===== config.mk =====
export PLATFORM = sky130hd
export DESIGN_NAME = uart_tx_arbiter
export DESIGN_NICKNAME = d
export VERILOG_FILES = /design/src/rtl/uart_pkg.sv /design/src/rtl/rr_pick.sv /design/src/rtl/uart_tx_arbiter.sv
export SDC_FILE = /design/constraint.sdc
export NUM_CORES = 1
export LEC_CHECK = 0
export ABC_AREA = 0
export CORE_UTILIZATION = 56
export DETAILED_ROUTE_END_ITERATION = 12
export PLACE_DENSITY = 0.95
export SKIP_CTS_REPAIR_TIMING = 1
export SYNTH_ARGS = -nofsm -noshare
export SYNTH_HDL_FRONTEND = slang
export SYNTH_SLANG_ARGS = --single-unit

===== constraint.sdc =====
create_clock -name i_clk -period 6.9 [get_ports i_clk]
set_input_delay 1.035 -clock i_clk [delete_from_list [all_inputs] [get_ports i_clk]]
set_output_delay 1.035 -clock i_clk [all_outputs]
set_load 0.02 [all_outputs]

===== src/rtl/uart_pkg.sv =====
// Shared constants and types for the UART transmit arbiter: FSM encoding,
// frame timing in bit periods, and the latched byte payload.
package uart_pkg;

  typedef logic [1:0] state_t;

  localparam state_t ST_IDLE   = 2'd0;
  localparam state_t ST_LOCKED = 2'd1;
  localparam state_t ST_START  = 2'd2;
  localparam state_t ST_WAIT   = 2'd3;

  // Begin strobe spans one bit period, the remaining frame ten more.
  localparam int unsigned START_BIT_PERIODS = 1;
  localparam int unsigned WAIT_BIT_PERIODS  = 10;
  localparam int unsigned BYTE_W            = 8;

  typedef struct packed {
    logic [BYTE_W-1:0] data;
    logic              last;
  } tx_payload_t;

  function automatic int unsigned bit_cycles(input int unsigned clk_hz,
                                             input int unsigned baud);
    return clk_hz / baud;
  endfunction

endpackage


===== src/rtl/rr_pick.sv =====
// Round-robin one-hot picker: searches upward from the requester after
// last_owner, wrapping, and returns the first active request.
module rr_pick #(
  parameter int unsigned NUM_REQ = 4,
  parameter int unsigned IW      = 2
) (
  input  logic [NUM_REQ-1:0] i_req,
  input  logic [IW-1:0]      i_last_owner,
  output logic [NUM_REQ-1:0] o_gnt,
  output logic               o_valid
);

  int unsigned idx;
  logic        found;

  always_comb begin
    o_gnt = '0;
    found = 1'b0;
    idx   = 0;
    for (int unsigned i = 1; i <= NUM_REQ; i++) begin
      idx = (32'(i_last_owner) + i) % NUM_REQ;
      for (int unsigned k = 0; k < NUM_REQ; k++) begin
        if (!found && (k == idx) && i_req[k]) begin
          o_gnt[k] = 1'b1;
          found    = 1'b1;
        end
      end
    end
    o_valid = found;
  end

endmodule


===== src/rtl/uart_tx_arbiter.sv =====
// Packet-level arbiter in front of a UART transmitter: one requester owns the
// link for a whole packet, with bytes paced at one UART frame each.
module uart_tx_arbiter
  import uart_pkg::*;
#(
  parameter int unsigned CLOCK_FREQUENCY = 50_000_000,
  parameter int unsigned BAUD_RATE       = 115200,
  parameter int unsigned NUM_REQ         = 4,
  parameter int unsigned HOLD_TIMEOUT    = 1_000_000
) (
  input  logic                   i_clk,
  input  logic                   i_rst_n,
  input  logic [NUM_REQ-1:0]     i_req_valid,
  input  logic [8*NUM_REQ-1:0]   i_req_data,
  input  logic [NUM_REQ-1:0]     i_req_last,
  output logic [NUM_REQ-1:0]     o_req_ready,
  output logic [NUM_REQ-1:0]     o_grant,
  output logic [7:0]             o_tx_byte,
  output logic                   o_tx_begin,
  output logic                   o_busy,
  output logic                   o_timeout
);

  localparam int unsigned BIT_CYCLES   = bit_cycles(CLOCK_FREQUENCY, BAUD_RATE);
  localparam int unsigned START_CYCLES = START_BIT_PERIODS * BIT_CYCLES;
  localparam int unsigned WAIT_CYCLES  = WAIT_BIT_PERIODS * BIT_CYCLES;
  localparam int unsigned CW           = $clog2(WAIT_CYCLES + 1);
  localparam int unsigned TW           = $clog2(HOLD_TIMEOUT + 1);
  localparam int unsigned IW           = (NUM_REQ > 1) ? $clog2(NUM_REQ) : 1;

  state_t             state_q, state_d;
  logic [NUM_REQ-1:0] grant_q, grant_d;
  logic [IW-1:0]      owner_q, owner_d;
  logic [IW-1:0]      last_owner_q, last_owner_d;
  tx_payload_t        pay_q, pay_d;
  logic [CW-1:0]      cnt_q, cnt_d;
  logic [TW-1:0]      tmo_q, tmo_d;
  logic               timeout_q, timeout_d;

  logic [NUM_REQ-1:0] pick_gnt;
  logic               pick_valid;
  logic [IW-1:0]      pick_idx;
  logic               owner_valid;
  logic [7:0]         owner_data;
  logic               owner_last;

  rr_pick #(.NUM_REQ(NUM_REQ), .IW(IW)) u_rr_pick (
    .i_req        (i_req_valid),
    .i_last_owner (last_owner_q),
    .o_gnt        (pick_gnt),
    .o_valid      (pick_valid)
  );

  // Encode the pick and select the current owner's request lane.
  always_comb begin
    pick_idx    = '0;
    owner_valid = 1'b0;
    owner_data  = '0;
    owner_last  = 1'b0;
    for (int unsigned k = 0; k < NUM_REQ; k++) begin
      if (pick_gnt[k]) pick_idx = IW'(k);
      if (owner_q == IW'(k)) begin
        owner_valid = i_req_valid[k];
        owner_data  = i_req_data[8*k +: 8];
        owner_last  = i_req_last[k];
      end
    end
  end

  always_ff @(posedge i_clk or negedge i_rst_n) begin
    if (!i_rst_n) state_q <= ST_IDLE;
    else          state_q <= state_d;
  end

  always_comb begin
    state_d = state_q;
    case (state_q)
      ST_IDLE:   if (pick_valid) state_d = ST_LOCKED;
      ST_LOCKED: begin
        if (owner_valid)       state_d = ST_START;
        else if (tmo_q == '0)  state_d = ST_IDLE;
      end
      ST_START:  if (cnt_q == '0) state_d = ST_WAIT;
      ST_WAIT:   if (cnt_q == '0) state_d = pay_q.last ? ST_IDLE : ST_LOCKED;
      default:   state_d = ST_IDLE;
    endcase
  end

  // Registered outputs, counters and ownership bookkeeping.
  always_comb begin
    grant_d      = grant_q;
    owner_d      = owner_q;
    last_owner_d = last_owner_q;
    pay_d        = pay_q;
    cnt_d        = cnt_q;
    tmo_d        = tmo_q;
    timeout_d    = 1'b0;
    case (state_q)
      ST_IDLE: begin
        if (pick_valid) begin
          grant_d = pick_gnt;
          owner_d = pick_idx;
          tmo_d   = TW'(HOLD_TIMEOUT - 1);
        end
      end
      ST_LOCKED: begin
        if (owner_valid) begin
          pay_d.data = owner_data;
          pay_d.last = owner_last;
          cnt_d      = CW'(START_CYCLES - 1);
        end else if (tmo_q == '0) begin
          timeout_d    = 1'b1;
          grant_d      = '0;
          last_owner_d = owner_q;
        end else begin
          tmo_d = tmo_q - TW'(1);
        end
      end
      ST_START: begin
        if (cnt_q == '0) cnt_d = CW'(WAIT_CYCLES - 1);
        else             cnt_d = cnt_q - CW'(1);
      end
      ST_WAIT: begin
        if (cnt_q != '0) begin
          cnt_d = cnt_q - CW'(1);
        end else if (pay_q.last) begin
          grant_d      = '0;
          last_owner_d = owner_q;
        end else begin
          tmo_d = TW'(HOLD_TIMEOUT - 1);
        end
      end
      default: ;
    endcase
  end

  always_ff @(posedge i_clk or negedge i_rst_n) begin
    if (!i_rst_n) begin
      grant_q      <= '0;
      owner_q      <= '0;
      last_owner_q <= IW'(NUM_REQ - 1);
      pay_q        <= '0;
      cnt_q        <= '0;
      tmo_q        <= '0;
      timeout_q    <= 1'b0;
    end else begin
      grant_q      <= grant_d;
      owner_q      <= owner_d;
      last_owner_q <= last_owner_d;
      pay_q        <= pay_d;
      cnt_q        <= cnt_d;
      tmo_q        <= tmo_d;
      timeout_q    <= timeout_d;
    end
  end

  assign o_req_ready = (state_q == ST_LOCKED) ? (grant_q & i_req_valid) : '0;
  assign o_grant     = grant_q;
  assign o_tx_byte   = pay_q.data;
  assign o_tx_begin  = (state_q == ST_START);
  assign o_busy      = (state_q != ST_IDLE);
  assign o_timeout   = timeout_q;

endmodule


# ---- Word-level counts from Yosys, hierarchy flattened
# Index checks and enable logic that the tools add are counted.
dict set report totals {
  ff_bits 53
  output_inout_bits 19
  elab_cells 190
  in_bits 42
}
dict set report classes {
  n_reduce_logical 66
  n_eq_ne 30
  n_addsub 6
  bitwise 1
  n_mux 78
}
# operator count
set op_table {}
lappend op_table {{$logic_not A32 Y1} 4}
lappend op_table {{$mux W20} 5}
lappend op_table {{$pmux W20 S3} 1}
lappend op_table {{$mux W1} 44}
lappend op_table {{$mux W13} 3}
lappend op_table {{$pmux W13 S3} 1}
lappend op_table {{$mux W8} 4}
lappend op_table {{$logic_and A1 B1 Y1} 31}
lappend op_table {{$mux W4} 6}
lappend op_table {{$mux W2} 11}
lappend op_table {{$logic_not A20 Y1} 1}
lappend op_table {{$ne A2 B2 Y1 const B} 10}
lappend op_table {{$sub A20 B1 Y20 const B} 1}
lappend op_table {{$eq A2 B2 Y1 const A} 8}
lappend op_table {{$logic_not A1 Y1} 15}
lappend op_table {{$logic_not A13 Y1} 1}
lappend op_table {{$reduce_bool A13 Y1} 1}
lappend op_table {{$sub A13 B1 Y13 const B} 1}
lappend op_table {{$pmux W4 S3} 1}
lappend op_table {{$reduce_and A6 Y1} 2}
lappend op_table {{$eq A1 B2 Y1 const A} 4}
lappend op_table {{$eq A2 B2 Y1 const B} 4}
lappend op_table {{$pmux W2 S4} 1}
lappend op_table {{$reduce_bool A3 Y1} 2}
lappend op_table {{13 further kinds} 19}

# ---- Depth between registers and ports, before layout
dict set report depth {
  ltp_word 66
  mapped_depth 10
  depth_no_buf 8
}

# ---- Modules after synthesis
# From an unflattened synthesis, not the netlist that was laid out.
dict set report hier_totals {
  hier_cells 360
  hier_area_um2 3321.9
}
# mod area_each_um2 cells_per_inst instances
set modules_own_cells {}
lappend modules_own_cells {uart_tx_arbiter 3208.1 342 1}
lappend modules_own_cells {rr_pick 113.9 18 1}

# ---- Least setup slack after synthesis
# OpenSTA, ideal clock, no wires.
dict set report synth_path {
  kind {input-to-reg}
  from {in i_req_valid[3]}
  to {reg tmo_q[1]}
  stages 8
  arrival_time_ns 2.695
  setup_time_ns 0.125
  path_slack_ns 4.080
  path_cell_list {clkbuf_1 -> mux4_2 -> nand2_2 -> o21a_1 -> buf_4 -> o2111a_1 -> buf_4 -> mux2_4}
}
dict set report synth_between {
  elab_chain_len 52
}
# element line
set synth_lines {}
lappend synth_lines {{start: declaration} uart_tx_arbiter.sv:13} ;# input logic [NUM_REQ-1:0] i_req_valid,
lappend synth_lines {{$logic_and A1 B1 Y1} rr_pick.sv:23} ;# if (!found && (k == idx) && i_req[k]) begin
lappend synth_lines {{$mux W1} rr_pick.sv:23}
lappend synth_lines {{$logic_not A1 Y1} rr_pick.sv:23}
lappend synth_lines {{$logic_and A1 B1 Y1 (2 in series)} rr_pick.sv:23}
lappend synth_lines {{$mux W1} rr_pick.sv:23}
lappend synth_lines {{$logic_not A1 Y1} rr_pick.sv:23}
lappend synth_lines {{$logic_and A1 B1 Y1 (2 in series)} rr_pick.sv:23}
lappend synth_lines {{$mux W1} rr_pick.sv:23}
lappend synth_lines {{[32 not listed]} --}
lappend synth_lines {{$logic_not A1 Y1} rr_pick.sv:23}
lappend synth_lines {{$logic_and A1 B1 Y1 (2 in series)} rr_pick.sv:23}
lappend synth_lines {{$mux W1} rr_pick.sv:23}
lappend synth_lines {{$logic_not A1 Y1} rr_pick.sv:23}
lappend synth_lines {{$logic_and A1 B1 Y1 (2 in series)} rr_pick.sv:23}
lappend synth_lines {{$mux W1} rr_pick.sv:23}
lappend synth_lines {{$ne A2 B2 Y1 (no line)} --}
lappend synth_lines {{$reduce_and A6 Y1 (no line) (*)} --}
lappend synth_lines {{end signal: assignment} uart_tx_arbiter.sv:152} ;# tmo_q <= tmo_d;
lappend synth_lines {{end: declaration} uart_tx_arbiter.sv:37} ;# logic [TW-1:0] tmo_q, tmo_d;
# Mark *: on every way between the ends. The rest lies on a longest branch, timed or not.
# A chain may end at the register's enable or synchronous reset.

# ---- Final worst setup path
dict set report layout_path {
  from {in i_req_valid[3]}
  to {reg tmo_q[4]}
}
# The elaborated chain is that of the path after synthesis.

==> results.py <==
metrics = {
    "placed_design": {
        "gp_congestion": 0.8107,
        "hpwl_um": 5518,
        "io_buffers": 60,
    },
    "synthesis": {
        "synth_edf_count": 0,
        "synth_top_cell_by_area": "dfrtp_1",
        "async_flop_share": 1.000,
        "yosys-top-cells-area": "dfrtp_1 40%, mux4_2 7.1%, mux2_2 4.6%",
        "ys.flop_type": "dfrtp_1",
        "syn_area_per_cell_um2": 9.893,
        "synth_top_cell_area_share": 0.4006,
        "synth_cells": 322,
        "ys_ff_latch": 53,
        "synthesis.area_mm2": 0.003186,
        "synth_fp_nets": 366,
        "ys_types": 62,
        "yosysWarnings": 0,
        "ys_seq_area_frac": 0.4171,
    },
    "layout": {
        "fin_nets": 410,
        "area.growth.synth_to_final_pct": 19.17,
        "drive_above_1_share": 0.1281,
        "antenna_cells": 0,
        "final_cell_mix": "59 x clkdlybuf4s50_1, 51 x dfrtp_1, 29 x nor2_1",
        "final_common_cell": "clkdlybuf4s50_1",
    },
    "sta": {
        "drv_slew": 0,
        "relSlewSlack": 0.3533,
        "fmax_mhz": 277.4,
        "setup_violations": 0,
        "fin_crit_sh": 0.5225,
        "tns_ns": 0,
        "rsz0062_at_grt": "no",
        "worstMarginPinSlew_ns": 0.9691,
        "skew_ns": 0.008489,
        "finalHoldViolCount": 0,
        "layout_min_cycle_time_ns": 3.605,
    },
    "global_route": {
        "use_met2": 0.4619,
        "track_usage": 0.2726,
        "grt_pass1_vias": 2701,
        "grt_pass1_wl_um": 12800,
        "grt-busiest-layer": "met2",
        "use_met3": 0.04118,
        "grt_antenna_before_repair": 0,
        "grt_max_degree": 54,
        "overflow": 0,
        "grtUsageMet1": 0.3471,
    },
    "drt": {
        "first_iter_violations": 236,
        "drt-vias-per-instance": 6.426,
        "drt_first_pass_iters": 5,
        "routed_wl_um": 7828,
        "vias": 2821,
        "ant_nets": 0,
        "routedWlPerCell_um": 17.83,
        "drc": 0,
    },
    "worst_hold_path": {
        "hold_class": "register to register",
        "hold_path_depth": 1,
    },
    "worst_setup_path": {
        "critical_path_class": "primary input to register",
        "crit_family": "compound AO/OA/AOI/OAI gates",
        "end_kind": "register",
        "crit_path_max_fanout": 13,
        "start_kind": "primary input",
        "rr_worst_depth": 5,
        "required_ns": 7.11,
        "cp.buffers_inverters": 1,
        "path_cells": "clkdlybuf4s50_1 > mux4_2 > nand2_2 > o21a_1 > o2111ai_1 > o31ai_1",
        "cp_num_cells": 6,
        "slowest_stage": "mux4_2",
        "cp_slowest_stage_delay_ns": 0.58,
        "cp_data_arrival_time_ns": 3.81,
    },
    "power": {
        "power_uw": 540.0,
        "vdd_ir_drop_max_mv": 0.1024,
        "leakagePower_uw": 0.001661,
        "powerDensity_mw_per_mm2": 142.2,
    },
    "floorplan": {
        "die_width_um": 77.42,
        "start_util": 0.5785,
        "pin_count": 61,
        "core_area_mm2": 0.005507,
        "die_y_um": 77.42,
        "rows": 27,
        "die-area_mm2": 0.005994,
    },
    "clocking": {
        "clk_latency_ns": 0.31,
        "cts.path.max_buffers": 2,
        "cts_tree": "built",
        "numCtsBuffers": 5,
        "cts.clk_slew.worst_paths_ns": 0.09,
        "cts-htree-levels": 2,
        "clk_root_buffer_cell": "clkbuf_8",
        "numClockSinks": 53,
    },
    "outcome": {
        "status": "finished, final reports clean",
    },
    "job": {
        "drv_cap": 0,
    },
}
synthesized netlist by cell type, types with 4 or more instances:
cell      count
clkbuf_1      7
or4_1         4
nor3_1       12
nand3_1       7
and3_1        6
o21ai_0      11
nand2b_1      8
o31ai_1      11
inv_1        12
a31oi_1      14
buf_4        11
nor2_1       29
mux2_2       13
mux4_2       10
nand2_1      21
dfrtp_1      51
a21o_1        5
nor4_1        8
a21oi_1      17
o21a_1        4
area by class of cell:
cell class / instances / area, um2
Tap cell: 72 / 90.09
Clock inverter: 2 / 10.01
Clock buffer: 6 / 72.57
Sequential cell: 53 / 1329
Timing Repair Buffer: 62 / 610.6
Fill cell: 391 / 1710
Multi-Input combinational cell: 231 / 1635
Inverter: 13 / 48.80
per-layer routing:
metal  part of all wire  up-vias
met1               0.41     1384
met2               0.52      131
met3              0.059       16
met4              0.017        0
met5                  0        -
li1                   -     1290
worst reg2reg max path: stages (launching register included):
cell	delay (ns)
dfrtp_1	0.78
mux4_2	0.65
nand2_2	0.31
o21a_1	0.38
o2111ai_1	0.53
o31ai_1	0.43
kinds of logic (layout without fill, tap and decap cells):
logic type	after synthesis	count (layout)	share of synthesized area
and+or+nand+nor	113	113	0.1850
muxes	27	27	0.1308
DFF	53	53	0.4171
AOI/OAI and AO/OA	89	89	0.1897
adders and majority gates	2	2	0.007854
buffers and inverters	38	83	0.06952
power breakdown:
part	switching (uW)	leakage, uW	total, uW	internal, uW
clock	103	0.0000450	173	70.7
sequential	4.52	0.000677	316	311
combinational	17.2	0.000939	51.0	33.8
total	124	0.00166	540	416
final timing paths:
path                                start            to  slack [ns]
max                        i_req_valid[3]      tmo_q[4]        3.29
min                             cnt_q[11]     cnt_q[11]        0.51
max reg2reg                    owner_q[0]      tmo_q[4]        3.73
min reg2reg                     cnt_q[11]     cnt_q[11]        0.51
max in group asynchronous         i_rst_n  o_tx_byte[7]        5.63
min in group asynchronous         i_rst_n      cnt_q[1]        0.83
flip-flops by register name (all words and copies together), names as in the netlist, named ones only:
| name | flops |
|---|---|
| tmo_q | 20 |
| o_grant | 4 |
| o_timeout | 1 |
| cnt_q | 13 |
| state_q | 1 |
| o_tx_byte | 8 |
| owner_q | 2 |
| last_owner_q | 2 |
| pay_q | 1 |
stage by stage:
step	util	std cells	instance area [um2]	setup WS [ns]	hold slack [ns]
after floorplan	-	322	3186	4.080	0.4416
after global placement	0.6744	431	3714	3.142	0.4674
after detailed placement	0.6744	431	3714	2.965	0.4885
after CTS	0.6894	439	3796	3.323	0.4982
after global routing	0.6894	439	3796	3.086	0.5333
final	0.6894	439	3796	3.295	0.5085
(Power assumes the default switching activity.)
